`src/rtl/keypad_scanner.sv`:
```
// 4x4 matrix keypad scanner: walks an active-low column strobe, samples the
// synchronized rows at the end of each dwell, and locks onto a found key until release.
module keypad_scanner #(
  parameter int unsigned SCAN_CYCLES    = 12000,
  parameter int unsigned RELEASE_CYCLES = 4
) (
  input  logic       int_osc,
  input  logic       reset,
  input  logic [3:0] rows,
  output logic [3:0] cols,
  output logic       pressed,
  output logic [3:0] itemp
);

  localparam int unsigned DW = (SCAN_CYCLES > 1) ? $clog2(SCAN_CYCLES) : 1;
  localparam int unsigned RW = (RELEASE_CYCLES > 0) ? $clog2(RELEASE_CYCLES + 1) : 1;
  localparam logic [DW-1:0] DWELL_LAST = DW'(SCAN_CYCLES - 1);
  localparam logic [RW-1:0] REL_LAST   = RW'(RELEASE_CYCLES);

  typedef enum logic {
    SCAN,
    HOLD
  } state_e;

  state_e        state_q, state_d;
  logic [3:0]    rows_m_q, rows_s_q;
  logic [3:0]    cols_q, cols_d;
  logic [DW-1:0] dwell_q, dwell_d;
  logic [RW-1:0] rel_q, rel_d;
  logic          pressed_q, pressed_d;
  logic [3:0]    itemp_q, itemp_d;

  logic          scan_end;
  logic          key_seen;
  logic          released;
  logic [1:0]    col_idx;
  logic [1:0]    row_idx;
  logic [3:0]    cols_next;

  function automatic logic [3:0] key_code(input logic [1:0] r, input logic [1:0] c);
    logic [3:0] code;
    case ({r, c})
      4'b00_00: code = 4'h1;
      4'b00_01: code = 4'h2;
      4'b00_10: code = 4'h3;
      4'b00_11: code = 4'hA;
      4'b01_00: code = 4'h4;
      4'b01_01: code = 4'h5;
      4'b01_10: code = 4'h6;
      4'b01_11: code = 4'hB;
      4'b10_00: code = 4'h7;
      4'b10_01: code = 4'h8;
      4'b10_10: code = 4'h9;
      4'b10_11: code = 4'hC;
      4'b11_00: code = 4'hE;
      4'b11_01: code = 4'h0;
      4'b11_10: code = 4'hF;
      default:  code = 4'hD;
    endcase
    return code;
  endfunction

  assign scan_end  = (state_q == SCAN) && (dwell_q == DWELL_LAST);
  assign key_seen  = (rows_s_q != 4'hF);
  assign released  = (state_q == HOLD) && (rel_q == REL_LAST);
  assign cols_next = {cols_q[2:0], cols_q[3]};

  always_comb begin
    case (cols_q)
      4'b1101: col_idx = 2'd1;
      4'b1011: col_idx = 2'd2;
      4'b0111: col_idx = 2'd3;
      default: col_idx = 2'd0;
    endcase
  end

  // Lowest-index low row wins when several keys share the column.
  always_comb begin
    if (!rows_s_q[0])      row_idx = 2'd0;
    else if (!rows_s_q[1]) row_idx = 2'd1;
    else if (!rows_s_q[2]) row_idx = 2'd2;
    else                   row_idx = 2'd3;
  end

  always_ff @(posedge int_osc) begin
    if (reset) state_q <= SCAN;
    else       state_q <= state_d;
  end

  always_comb begin
    state_d = state_q;
    case (state_q)
      SCAN:    if (scan_end && key_seen) state_d = HOLD;
      HOLD:    if (released)             state_d = SCAN;
      default: state_d = SCAN;
    endcase
  end

  always_comb begin
    cols_d    = cols_q;
    dwell_d   = dwell_q;
    rel_d     = rel_q;
    pressed_d = pressed_q;
    itemp_d   = itemp_q;
    case (state_q)
      SCAN: begin
        rel_d = '0;
        if (!scan_end) begin
          dwell_d = dwell_q + 1'b1;
        end else begin
          dwell_d = '0;
          if (key_seen) begin
            pressed_d = 1'b1;
            itemp_d   = key_code(row_idx, col_idx);
          end else begin
            cols_d = cols_next;
          end
        end
      end
      HOLD: begin
        dwell_d = '0;
        if (released) begin
          pressed_d = 1'b0;
          cols_d    = cols_next;
          rel_d     = '0;
        end else if (key_seen) begin
          rel_d = '0;
        end else begin
          rel_d = rel_q + 1'b1;
        end
      end
      default: ;
    endcase
  end

  always_ff @(posedge int_osc) begin
    if (reset) begin
      rows_m_q  <= 4'hF;
      rows_s_q  <= 4'hF;
      cols_q    <= 4'b1110;
      dwell_q   <= '0;
      rel_q     <= '0;
      pressed_q <= 1'b0;
      itemp_q   <= 4'h0;
    end else begin
      rows_m_q  <= rows;
      rows_s_q  <= rows_m_q;
      cols_q    <= cols_d;
      dwell_q   <= dwell_d;
      rel_q     <= rel_d;
      pressed_q <= pressed_d;
      itemp_q   <= itemp_d;
    end
  end

  assign cols    = cols_q;
  assign pressed = pressed_q;
  assign itemp   = itemp_q;

endmodule
```
`config.mk`:
```
export PLATFORM = sky130hd
export DESIGN_NAME = keypad_scanner
export DESIGN_NICKNAME = d
export VERILOG_FILES = /design/src/rtl/keypad_scanner.sv
export SDC_FILE = /design/constraint.sdc
export NUM_CORES = 1
export LEC_CHECK = 0
export BUFFER_PORTS_ARGS = -buffer_cell sky130_fd_sc_hd__buf_2
export CAP_MARGIN = 10
export CORE_MARGIN = 8
export CORE_UTILIZATION = 45
export DETAILED_ROUTE_END_ITERATION = 8
export PLACE_DENSITY = 0.59
export SKIP_CTS_REPAIR_TIMING = 1
export SLEW_MARGIN = 0
export SYNTH_ARGS = -nofsm -noshare
export SYNTH_HDL_FRONTEND = slang
export SYNTH_SLANG_ARGS = --single-unit
```
`constraint.sdc`:
```
create_clock -name int_osc -period 3.4 [get_ports int_osc]
set_clock_uncertainty 0.15 [all_clocks]
set_input_delay 0.34 -clock int_osc [delete_from_list [all_inputs] [get_ports int_osc]]
set_output_delay 0.34 -clock int_osc [all_outputs]
set_load 0.01 [all_outputs]
```
After elaboration in Yosys (flattened, before gate mapping) --
Memory sizes are Yosys's and may differ from the RTL's. A register that Yosys moved wholly into a read port is not among the register bits. Cells that the tools add are included. Widths: inputs -> output; s select.
Operators by class: add/sub/neg operators 2, reduce and logical (&&, ||, !) cells 6, equality and inequality tests 10, mux-type cells 20, bitwise gates (word level) 1
Operator list (number):
- $pmux 14 s2 | 1
- $add 14x1->14 const B | 1
- $eq 14x14->1 const B | 1
- $mux 14 | 1
- $mux 4 | 3
- $reduce_and 3->1 | 3
- $eq 4x4->1 const B | 2
- $pmux 4 s2 | 1
- $mux 1 | 6
- $mux 3 | 2
- $ne 2x2->1 const B | 3
- $pmux 2 s3 | 1
- $pmux 3 s2 | 1
- $eq 4x3->1 const B | 1
- $mux 2 | 2
- $ne 4x4->1 const B | 1
- $pmux 1 s2 | 2
- $add 3x1->3 const B | 1
- $eq 3x3->1 const B | 1
- $logic_and 1x1->1 | 3
- $ne 2x1->1 const B | 1
- $not 1->1 | 1
Storage, ports and cells: memories 1, logic and storage cells 47, register bits after elaboration 31, bits in read-only memories 64, bits of input ports 6, output and inout bits 9
Memory list:
- (no name shown) | words 16, bits a word 4, read ports 1, clocked after Yosys merged registers in 1, wr ports 0, RTL line 42 | case ({r, c})

Depth between registers and ports, before layout --
Gate-level depths: netlist (run 1).
depth in word-level cells 5, mapped depth 8, mapped depth without buffers 8

Worst setup path after synthesis (run 1) --
Ideal clock, no wire load.
path kind reg2reg, from register cols_q[3], in the netlist cols[3], to register itemp_q[1], in the netlist itemp[1], clock period less this slack 1940 ps, library setup time 122 ps, data arrival time 1669 ps, cell stages (with the launch flop) 9, required time 3128 ps, slack 1460 ps, path buffers 0, path through dfxtp_1 -> xor2_1 -> nor2b_1 -> inv_1 -> ha_1 -> o21ai_0 -> a41oi_1 -> o2111ai_1 -> a21oi_1
On the way: cells in the longest elaborated chain, start to end 2, elaborated cells between the ends (all ways) 4, classes of those cells eq/ne (3); mux (1)
RTL lines:
- start, declared | RTL line 27 | logic [3:0] cols_q, cols_d;
- start signal, assigned | RTL line 148 | cols_q <= cols_d;
- $eq 4x3->1 or $eq 4x4->1 (tied branches) | RTL line 69 | case (cols_q)
- $pmux 2 s3 (*) | RTL line 69
- end, declared | RTL line 31 | logic [3:0] itemp_q, itemp_d;
Mark *: on every way between the ends. The rest lies on a longest branch, timed or not. A chain may end at the register's enable or synchronous reset.

Final worst setup path (run 1) --
Ends and elaborated chain as after synthesis.

==> reports/metrics.cfg, run 1 <==
[run_status]
status=completed

[worst_hold_path]
hold_depth=2
min_to=rows_m_q[3]$_SDFF_PP1_
holdCritStartpoint=rows[3]
hold_class=input pin to flip-flop

[power_and_ir_drop]
leakagePower_nw=0.666
powerDensity_nw_per_um2=393
vdd_ir_drop_max_v=0.000249

[sta]
min_period_ns=2.25
worst_pin_slew_ns=0.460
clock.fmax_mhz=444
finalHoldViolCount=0
holdWs_ns=0.0355
tns_ns=0
setup_viol=0
rsz0062_at_grt=no
slew_headroom_pct=69.3
period_share_pct=66.2
slew_violations=0

[flow_run]
drv_cap=0

[placement]
dpl.hpwl_um=2320
placed_cell_area_sq_um=1740
gp_congestion=0.781
portBuffers=14

[synthesis]
synth_edf_count=0
yosysUniqueCellTypes=39
synth_top_area_share_pct=42.8
syn_area_per_cell_sq_um=9.29
synth-main-ff-cell=dfxtp_1
synth_cells=176
yosys_warnings=0
async_reset_ff_share_pct=0
netlist_area_sq_um=1640
syn_nets=190
netlist_top_cells_area=dfxtp_1, xnor2_1, nor2_1
yosys.area.top_type=dfxtp_1
synth_seq_cells=35
synth_seq_area_share_pct=42.8

[cts]
clk_path_buf_depth=2
root_buffer=clkbuf_4
cts_buffers=5
clk_pin_slew_ns=0.10
insertion_delay_ns=0.33
cts_sinks=35
tritoncts=yes
htreeDepth=2

[layout]
postLayoutCoreUtil_pct=50.4
diodes=0
nFillCells=355
fin_nets=205
area_growth_pct=10.3
post-route-cell-area_sq_um=1800
drive_gt1_share_pct=19.3

[global_routing]
antenna_found_initial=0
grt_first_pass_wirelength_um=5390
grt_overflow=0
grt_util_all_layers_pct=11.2
grt_pass1_vias=1196
grt_max_degree=23

[die]
die_h_um=76.3
initial_utilization_pct=45.7
dieArea_sq_um=5820
io-pin-count=15
coreArea_sq_um=3580
fp.dieW_um=76.3
row_count=22

[worst_setup_path]
r2r_start=cols[3]$_SDFFE_PP1P_
crit_path_start_kind=flip-flop
cp_slowest_cell=dfxtp_1
r2r-end=itemp[1]$_SDFFE_PP0P_
crit_family=compound AO/OA/AOI/OAI gates
crit_chain=xor2_1 > nor2b_1 > inv_1 > ha_1 > o21ai_0 > a41oi_1 > o2111ai_1 > a21oi_1
crit_fanout=5
cp.required_ns=3.47
r2r_cells=8
cp_slowest_stage_delay_ns=0.43
path_buf_inv=1
cp.arrival_ns=2.32
reg2reg_setup_slack_ns=1.15
cp-end-kind=flip-flop
worstSetupPathType=flip-flop to flip-flop

[drt]
post-route-drc-count=0
wl_um=3090
vias_per_cell=5.21
vias=1250
ant_nets=0
drt_iter0_drc=83
drt-pass1-iter-count=6
routedWlPerCell_um=12.9

-- worst register-to-register path, cell delays in order, from the launching register on --
cell and delay (ns):
dfxtp_1 0.43, xor2_1 0.33, nor2b_1 0.31, inv_1 0.10, ha_1 0.20, o21ai_0 0.20, a41oi_1 0.09, o2111ai_1 0.23
a21oi_1 0.09
-- placed cells by master (no fill, tap or decap), types with 3 or more instances in the layout --
cell and count:
dfxtp_1 35, nor2_1 27, buf_2 14, xnor2_1 12
nand2_1 11, or2_2 9, inv_1 9, ha_1 8
nand3_1 6, a21oi_1 6, clkbuf_4 5, mux2i_1 4
nor3_1 4, xor2_1 3, nand2b_1 3, o21ai_0 3
-- state kept, by name, summed over array words and instances, names as in the netlist --
register and flops:
cols 4, dwell_q 14, itemp 4, pressed 1, rel_q 3, rows_m_q 4, rows_s_q 4, state_q 1
-- stage by stage --
stage	setup slack, ns	total power (W)	cells
after floorplan	1.46	0.000458	176
after global placement	1.29	0.000465	232
after detailed placement	1.18	0.000466	232
after CTS	1.14	0.000720	240
after global routing	0.844	0.000745	240
final	1.15	0.000709	240
-- synth_stat cells, types with 2 or more instances --
cell        n
or3_1       2
nand3_1     6
o2111ai_1   2
a41oi_1     2
o21ai_0     3
a21oi_1     6
xor2_1      3
a211oi_1    2
nand2_1    11
nand4_1     2
nor3_1      4
nor2_1     27
mux2i_1     4
nand2b_1    3
nand4_4     2
inv_1       9
or2_2       9
clkbuf_1    2
xnor2_1    12
ha_1        8
buf_2       3
dfxtp_1    35
o31ai_1     2
nor4_1      2
-- worst max-delay path by stage --
stage                                    start               endpoint  slack (ns)  depth (start not counted)
after detailed placement  cols[3]$_SDFFE_PP1P_  itemp[1]$_SDFFE_PP0P_        1.18                          8
after global placement    cols[3]$_SDFFE_PP1P_  itemp[1]$_SDFFE_PP0P_        1.29                          8
after global routing      cols[3]$_SDFFE_PP1P_  itemp[1]$_SDFFE_PP0P_        0.84                          8
final                     cols[3]$_SDFFE_PP1P_  itemp[1]$_SDFFE_PP0P_        1.15                          8
after CTS                 cols[3]$_SDFFE_PP1P_  itemp[1]$_SDFFE_PP0P_        1.14                          8
after floorplan           cols[3]$_SDFFE_PP1P_  itemp[1]$_SDFFE_PP0P_        1.46                          8
-- report_power, final --
part | total (W) | switching (W) | leakage (nW) | internal [W]
combinational | 0.0000301 | 0.0000168 | 0.342 | 0.0000133
sequential | 0.000426 | 0.00000867 | 0.285 | 0.000417
clock | 0.000253 | 0.000131 | 0.0386 | 0.000122
total | 0.000709 | 0.000157 | 0.666 | 0.000552
-- final cells by class --
class / instances / area, sq um / share of cell area (%)
multi-input cells: 126 / 871 / 48.3
flip-flops and latches: 35 / 701 / 38.8
repair buffers: 14 / 70.1 / 3.88
clock buffers: 8 / 68.8 / 3.81
well taps: 48 / 60.1 / 3.33
inverters: 9 / 33.8 / 1.87
-- routing by layer --
| metal | up-vias | global-route usage [%] | wire (um) |
|---|---|---|---|
| li1 | 632 | - | - |
| met1 | 586 | 13.8 | 1450 |
| met2 | 28 | 17.2 | 1450 |
| met3 | 4 | 3.77 | 152 |
| met4 | 0 | 4.62 | 32 |
| met5 | - | 0 | 0 |
-- kinds of logic after synthesis --
logic type / count (synthesis) / share of synthesized area, %
AND/OR/NAND/NOR: 76 / 26.5
flip-flops: 35 / 42.8
AO/OA/AOI/OAI: 23 / 10.2
XOR/XNOR: 15 / 8.03
buffers and inverters: 15 / 3.90
adder cells (fa/ha/maj): 8 / 6.12
multiplexers: 4 / 2.45
No activity file was read; power rests on OpenSTA's default activity.
==> inputs of run 2 (changes only) <==
Clock period 3.4 ns to 2.25 ns, I/O delays scaled along.
==> run 2 against run 1 <==
Effect of this change:
- hold slack improved by 0.085 ns
- first-iteration DRC count fell by 8.4%
- register-to-register slack got worse by 0.91 ns
- critical path depth did not move
- clock power rose by 87%
- total power rose by 64%
- core utilization rose by 2.0 points
- die area did not move
- global-route usage fell by 0.46 points
- critical path type unchanged
- largest cell class unchanged
==> reports/metrics.cfg, run 2 (synthesized netlist as in run 1, its figures left out) <==
[sta]
worst_pin_slew_ns=0.461  ; was 0.460 ns
setup_viol=0  ; unchanged
rsz0062_at_grt=no  ; unchanged
tns_ns=0  ; unchanged
period_share_pct=89.1  ; was 66.2%
finalHoldViolCount=0  ; unchanged
slew_violations=0  ; unchanged
slew_headroom_pct=69.3  ; about the same
clock.fmax_mhz=499  ; was 444 MHz
fin_ws_ns=0.244  ; was 1.15 ns
min_period_ns=2.01  ; was 2.25 ns

[drt]
post-route-drc-count=0  ; unchanged
vias=1244  ; was 1250
vias_per_cell=5.06  ; was 5.21
wl_um=2990  ; was 3090 um
ant_nets=0  ; unchanged
routedWlPerCell_um=12.2  ; was 12.9 um
drt_iter0_drc=76  ; was 83
drt-pass1-iter-count=4  ; was 6

[cts]
root_buffer=clkbuf_4  ; unchanged
clk_path_buf_depth=2  ; unchanged
cts_sinks=35  ; unchanged
insertion_delay_ns=0.34  ; was 0.33 ns
cts_buffers=5  ; unchanged
clk_pin_slew_ns=0.11  ; was 0.10 ns
htreeDepth=2  ; unchanged
tritoncts=yes  ; unchanged

[worst_setup_path]
cp.arrival_ns=2.08  ; was 2.32 ns
crit_fanout=5  ; unchanged
cp_slowest_stage_delay_ns=0.44  ; was 0.43 ns
crit_chain=xor2_1 > nor2b_1 > inv_1 > ha_1 > o21ai_0 > a41oi_1 > o2111ai_1 > a21oi_1  ; unchanged
crit_path_start_kind=flip-flop  ; unchanged
cp-end-kind=flip-flop  ; unchanged
worstSetupPathType=flip-flop to flip-flop  ; unchanged
cp.required_ns=2.33  ; was 3.47 ns
cp_slowest_cell=dfxtp_1  ; unchanged

[die]
dieArea_sq_um=5820  ; unchanged
coreArea_sq_um=3580  ; unchanged
initial_utilization_pct=45.7  ; unchanged
fp.dieW_um=76.3  ; unchanged
row_count=22  ; unchanged
die_h_um=76.3  ; unchanged
io-pin-count=15  ; unchanged

[placement]
dpl.hpwl_um=2170  ; was 2320 um
dpl.cell_count=234  ; was 232
portBuffers=14  ; unchanged
gp_congestion=0.787  ; was 0.781
pre_cts_ws_ns=0.278  ; was 1.18 ns

[layout]
largest_reg_flops=14  ; unchanged
layout_commonest_cell=dfxtp_1  ; unchanged
diodes=0  ; unchanged
top_register=dwell_q  ; unchanged
postLayoutCoreUtil_pct=52.4  ; was 50.4%
final_cell_mix=dfxtp_1, nor2_1, buf_2  ; unchanged
seq_area_sq_um=701  ; unchanged
fin_nets=211  ; was 205
area_growth_pct=14.8  ; was 10.3%
nFillCells=358  ; was 355
drive_gt1_share_pct=20.2  ; was 19.3%
final_cell_count_no_fill=246  ; was 240
multi_input_area_sq_um=871  ; unchanged

[global_routing]
grt_first_pass_wirelength_um=5240  ; was 5390 um
grt_max_degree=23  ; unchanged
grt_overflow=0  ; unchanged
grt_util_all_layers_pct=10.7  ; was 11.2%
antenna_found_initial=0  ; unchanged
grt_pass1_vias=1228  ; was 1196

[run_status]
status=completed  ; unchanged

[power_and_ir_drop]
leakagePower_nw=0.703  ; was 0.666 nW
powerDensity_nw_per_um2=622  ; was 393 nW/um^2
power_w=0.00117  ; was 0.000709 W
vdd_ir_drop_max_v=0.000371  ; was 0.000249 V

[worst_hold_path]
hold_class=input pin to flip-flop  ; unchanged

[flow_run]
drv_cap=0  ; unchanged

==> run 2: layer usage <==
| metal | GRT usage, % | wire length (um) |
|---|---|---|
| met1 | 12.6 | 1510 |
| met2 | 16.9 | 1310 |
| met3 | 4.36 | 139 |
| met4 | 4.04 | 30 |
| met5 | 0 | 0 |
==> run 2: worst paths after layout <==
check / endpoint / slack (ns) / depth (start not counted) / startpoint
min: itemp[1]$_SDFFE_PP0P_ / 0.12 / 2 / reset
min reg2reg: rows_s_q[0]$_SDFF_PP1_ / 0.27 / 1 / rows_m_q[0]$_SDFF_PP1_
max: itemp[1]$_SDFFE_PP0P_ / 0.24 / 8 / cols[3]$_SDFFE_PP1P_
max reg2reg: itemp[1]$_SDFFE_PP0P_ / 0.24 / 8 / cols[3]$_SDFFE_PP1P_
==> run 2: worst max-delay path, delay by kind of cell (launching register included) <==
family / cells / cell delay, ns
compound gates: 4 / 0.54
buf+inv: 1 / 0.11
simple gates: 1 / 0.29
fa+ha+maj: 1 / 0.19
flops: 1 / 0.44
xor+xnor: 1 / 0.19
==> run 2: area by class of cell <==
cell class              count  share of cell area, %
multi-input cells         126                   46.4
flip-flops and latches     35                   37.3
repair buffers             20                   6.67
well taps                  48                   3.20
clock buffers               6                   2.73
clock inverters             2                   1.87
inverters                   9                   1.80
==> run 2: where the power goes <==
| group | switching (W) | internal (W) | total [W] | leakage [nW] |
|---|---|---|---|---|
| clock network | 0.000209 | 0.000262 | 0.000472 | 0.0482 |
| logic | 0.0000264 | 0.0000247 | 0.0000511 | 0.370 |
| registers | 0.0000130 | 0.000631 | 0.000644 | 0.285 |
==> run 2: per-stage QoR <==
step,area [sq um],hold WS [ns]
after floorplan,1640,0.179
after global placement,1750,0.242
after detailed placement,1750,0.242
after CTS,1840,-0.103
after global routing,1880,0.117
final,1880,0.121
==> inputs of run 3 (changes only) <==
Settings changed: CTS_BUF_LIST set to sky130_fd_sc_hd__clkbuf_4 sky130_fd_sc_hd__clkbuf_8, PLACE_DENSITY 0.59 to 0.66.
Clock period 2.25 ns to 1.8 ns, I/O delays scaled along.
==> run 3 against run 2 <==
Effect of this change:
- the run now ends with setup timing left
- wire length rose by 10%
- hold slack worse by 0.041 ns
- flip-flop and latch count did not move
- final cell count grew 8.5%
- cell area is 12% higher
- via count increased by 6.4%
- critical path depth shrank 4
- register-to-register slack lost 0.32 ns
- total power grew 24%
- non-clock buffer count increased by 21
- maximum frequency rose by 7.0%
- first-iteration DRC count is 12% lower
- critical path type unchanged
- largest cell class unchanged
==> reports/metrics.cfg, run 3 (synthesized netlist as in run 1, its figures left out) <==
[run_status]
violations=setup timing
status=complete, but fails checks  ; was completed

[drt]
ant_nets=0  ; unchanged
drt_iter0_drc=67  ; was 76
vias=1324  ; was 1244
routedWlPerCell_um=12.3  ; was 12.2 um
drt-pass1-iter-count=4  ; unchanged
wl_um=3290  ; was 2990 um
vias_per_cell=4.96  ; was 5.06
post-route-drc-count=0  ; unchanged

[cts]
insertion_delay_ns=0.33  ; was 0.34 ns
htreeDepth=2  ; unchanged
cts_sinks=35  ; unchanged
root_buffer=clkbuf_4  ; unchanged
clk_path_buf_depth=2  ; unchanged
tritoncts=yes  ; unchanged
cts_buffers=5  ; unchanged
clk_pin_slew_ns=0.11  ; about the same

[sta]
period_share_pct=104  ; was 89.1%
finalHoldViolCount=0  ; unchanged
worst_pin_slew_ns=0.410  ; was 0.461 ns
slew_headroom_pct=72.6  ; was 69.3%
fin_ws_ns=-0.0742  ; was 0.244 ns
rsz0062_at_grt=yes  ; was no
setup_viol=2  ; was 0
min_period_ns=1.87  ; was 2.01 ns
clock.fmax_mhz=534  ; was 499 MHz
holdWs_ns=0.0794  ; was 0.121 ns
slew_violations=0  ; unchanged

[placement]
dpl.cell_count=255  ; was 234
dpl.hpwl_um=2530  ; was 2170 um
portBuffers=14  ; unchanged
gp_congestion=0.787  ; about the same

[global_routing]
grt_first_pass_wirelength_um=5490  ; was 5240 um
antenna_found_initial=0  ; unchanged
grt_util_all_layers_pct=11.5  ; was 10.7%
grt_pass1_vias=1317  ; was 1228
grt_max_degree=23  ; unchanged
grt_overflow=0  ; unchanged

[worst_setup_path]
cp_slowest_stage_delay_ns=0.53  ; was 0.44 ns
cp.arrival_ns=1.98  ; was 2.08 ns
crit_path_start_kind=flip-flop  ; unchanged
r2r_start=dwell_q[5]$_SDFF_PP0_  ; was cols[3]$_SDFFE_PP1P_
crit_chain=or3_4 > or4_4 > o21ai_4 > mux2i_1  ; was xor2_1 > nor2b_1 > inv_1 > ha_1 > o21ai_0 > a41oi_1 > o2111ai_1 > a21oi_1
reg2reg_setup_slack_ns=-0.07  ; was 0.24 ns
cp.required_ns=1.91  ; was 2.33 ns
worstSetupPathType=flip-flop to flip-flop  ; unchanged
cp_slowest_cell=or4_4  ; was dfxtp_1
r2r_cells=4  ; was 8
crit_family=simple AND/OR/NAND/NOR gates  ; was compound AO/OA/AOI/OAI gates
cp-end-kind=flip-flop  ; unchanged
path_buf_inv=0  ; was 1
crit_fanout=4  ; was 5
r2r-end=cols[1]$_SDFFE_PP1P_  ; was itemp[1]$_SDFFE_PP0P_

[die]
die_h_um=76.3  ; unchanged
initial_utilization_pct=45.7  ; unchanged
io-pin-count=15  ; unchanged
fp.dieW_um=76.3  ; unchanged
row_count=22  ; unchanged
dieArea_sq_um=5820  ; unchanged
coreArea_sq_um=3580  ; unchanged

[layout]
area_growth_pct=28.4  ; was 14.8%
drive_gt1_share_pct=32.4  ; was 20.2%
top_register=dwell_q  ; unchanged
fin_nets=232  ; was 211
layout_commonest_cell=dfxtp_1  ; unchanged
diodes=0  ; unchanged
final_cell_count_no_fill=267  ; was 246
final_cell_mix=dfxtp_1, nor2_1, buf_4  ; was dfxtp_1, nor2_1, buf_2
largest_reg_flops=14  ; unchanged

[power_and_ir_drop]
powerDensity_nw_per_um2=688  ; was 622 nW/um^2
seqPwrFrac_pct=55.5  ; was 55.2%
leakagePower_nw=0.812  ; was 0.703 nW
swShare_pct=22.2  ; was 21.3%
clock_power_share_pct=38.6  ; was 40.4%
switchingPower_w=0.000320  ; was 0.000249 W
combPwrFrac_pct=5.9  ; was 4.4%
vdd_ir_drop_max_v=0.000564  ; was 0.000371 V
p_int_w=0.00112  ; was 0.000918 W

[worst_hold_path]
min_to=pressed$_SDFFE_PP0P_  ; was itemp[1]$_SDFFE_PP0P_
hold_depth=2  ; unchanged
hold_class=input pin to flip-flop  ; unchanged
holdCritStartpoint=reset  ; unchanged

[flow_run]
drv_cap=0  ; unchanged

==> run 3: cell count changes in the layout (fill, tap and decap cells not counted), sizes merged <==
cell | previous run | this run
clkinv | 1 | 2
buf | 16 | 37
clkbuf | 6 | 5
==> run 3: worst reg2reg max path, cell delays in order (launching register included) <==
cell	delay [ns]
dfxtp_1	0.33
or3_4	0.41
or4_4	0.53
o21ai_4	0.17
mux2i_1	0.22
==> run 3: worst max-delay path by stage <==
stage                            endpoint  slack (ns)                  start  depth (start not counted)
global placement    itemp[2]$_SDFFE_PP0P_       0.002   cols[3]$_SDFFE_PP1P_                          6
global route         cols[2]$_SDFFE_PP1P_       -0.13  dwell_q[5]$_SDFF_PP0_                          4
detailed placement  itemp[1]$_SDFFE_PP0P_       -0.04   cols[3]$_SDFFE_PP1P_                          8
CTS                  cols[1]$_SDFFE_PP1P_       -0.09  dwell_q[5]$_SDFF_PP0_                          4
finish               cols[1]$_SDFFE_PP1P_       -0.07  dwell_q[5]$_SDFF_PP0_                          4
floorplan           itemp[2]$_SDFFE_PP0P_       0.003   cols[3]$_SDFFE_PP1P_                          6
==> run 3: routing by layer <==
| layer | vias up | part of all wire (%) | global-route usage (%) |
|---|---|---|---|
| met2 | 15 | 48 | 19.1 |
| met1 | 623 | 46 | 12.8 |
| li1 | 681 | - | - |
| met4 | 0 | 1.5 | 5.00 |
| met3 | 5 | 3.6 | 4.36 |
| met5 | - | 0 | 0 |
==> run 3: per-stage QoR <==
step                      utilization, %  instance area, sq um  TNS, ns  total power [W]  setup WS, ns
after floorplan                        -                  1660        0         0.000870       0.00330
after global placement              54.4                  1950        0         0.000896       0.00171
after detailed placement            54.4                  1950   -0.101         0.000899       -0.0425
after CTS                           56.7                  2030   -0.256          0.00146       -0.0856
after global routing                58.7                  2100   -0.488          0.00150        -0.129
final                               58.7                  2100   -0.119          0.00144       -0.0742
==> run 3: power groups by stage <==
stage | Combinational, W | Clock, W | Sequential, W
after global routing | 0.0000934 | 0.000603 | 0.000804
after global placement | 0.0000754 | 0 | 0.000820
after floorplan | 0.0000531 | 0 | 0.000817
after CTS | 0.0000785 | 0.000574 | 0.000804
after detailed placement | 0.0000780 | 0 | 0.000821
final | 0.0000849 | 0.000557 | 0.000802
==> run 3: area by class of cell <==
cell class                      instances  area (sq um)
Timing Repair Buffer                   41           295
Fill cell                             329          1480
Tap cell                               48          60.1
Clock inverter                          3          43.8
Clock buffer                            5          37.5
Inverter                                9          33.8
Multi-Input combinational cell        126           916
Sequential cell                        35           713
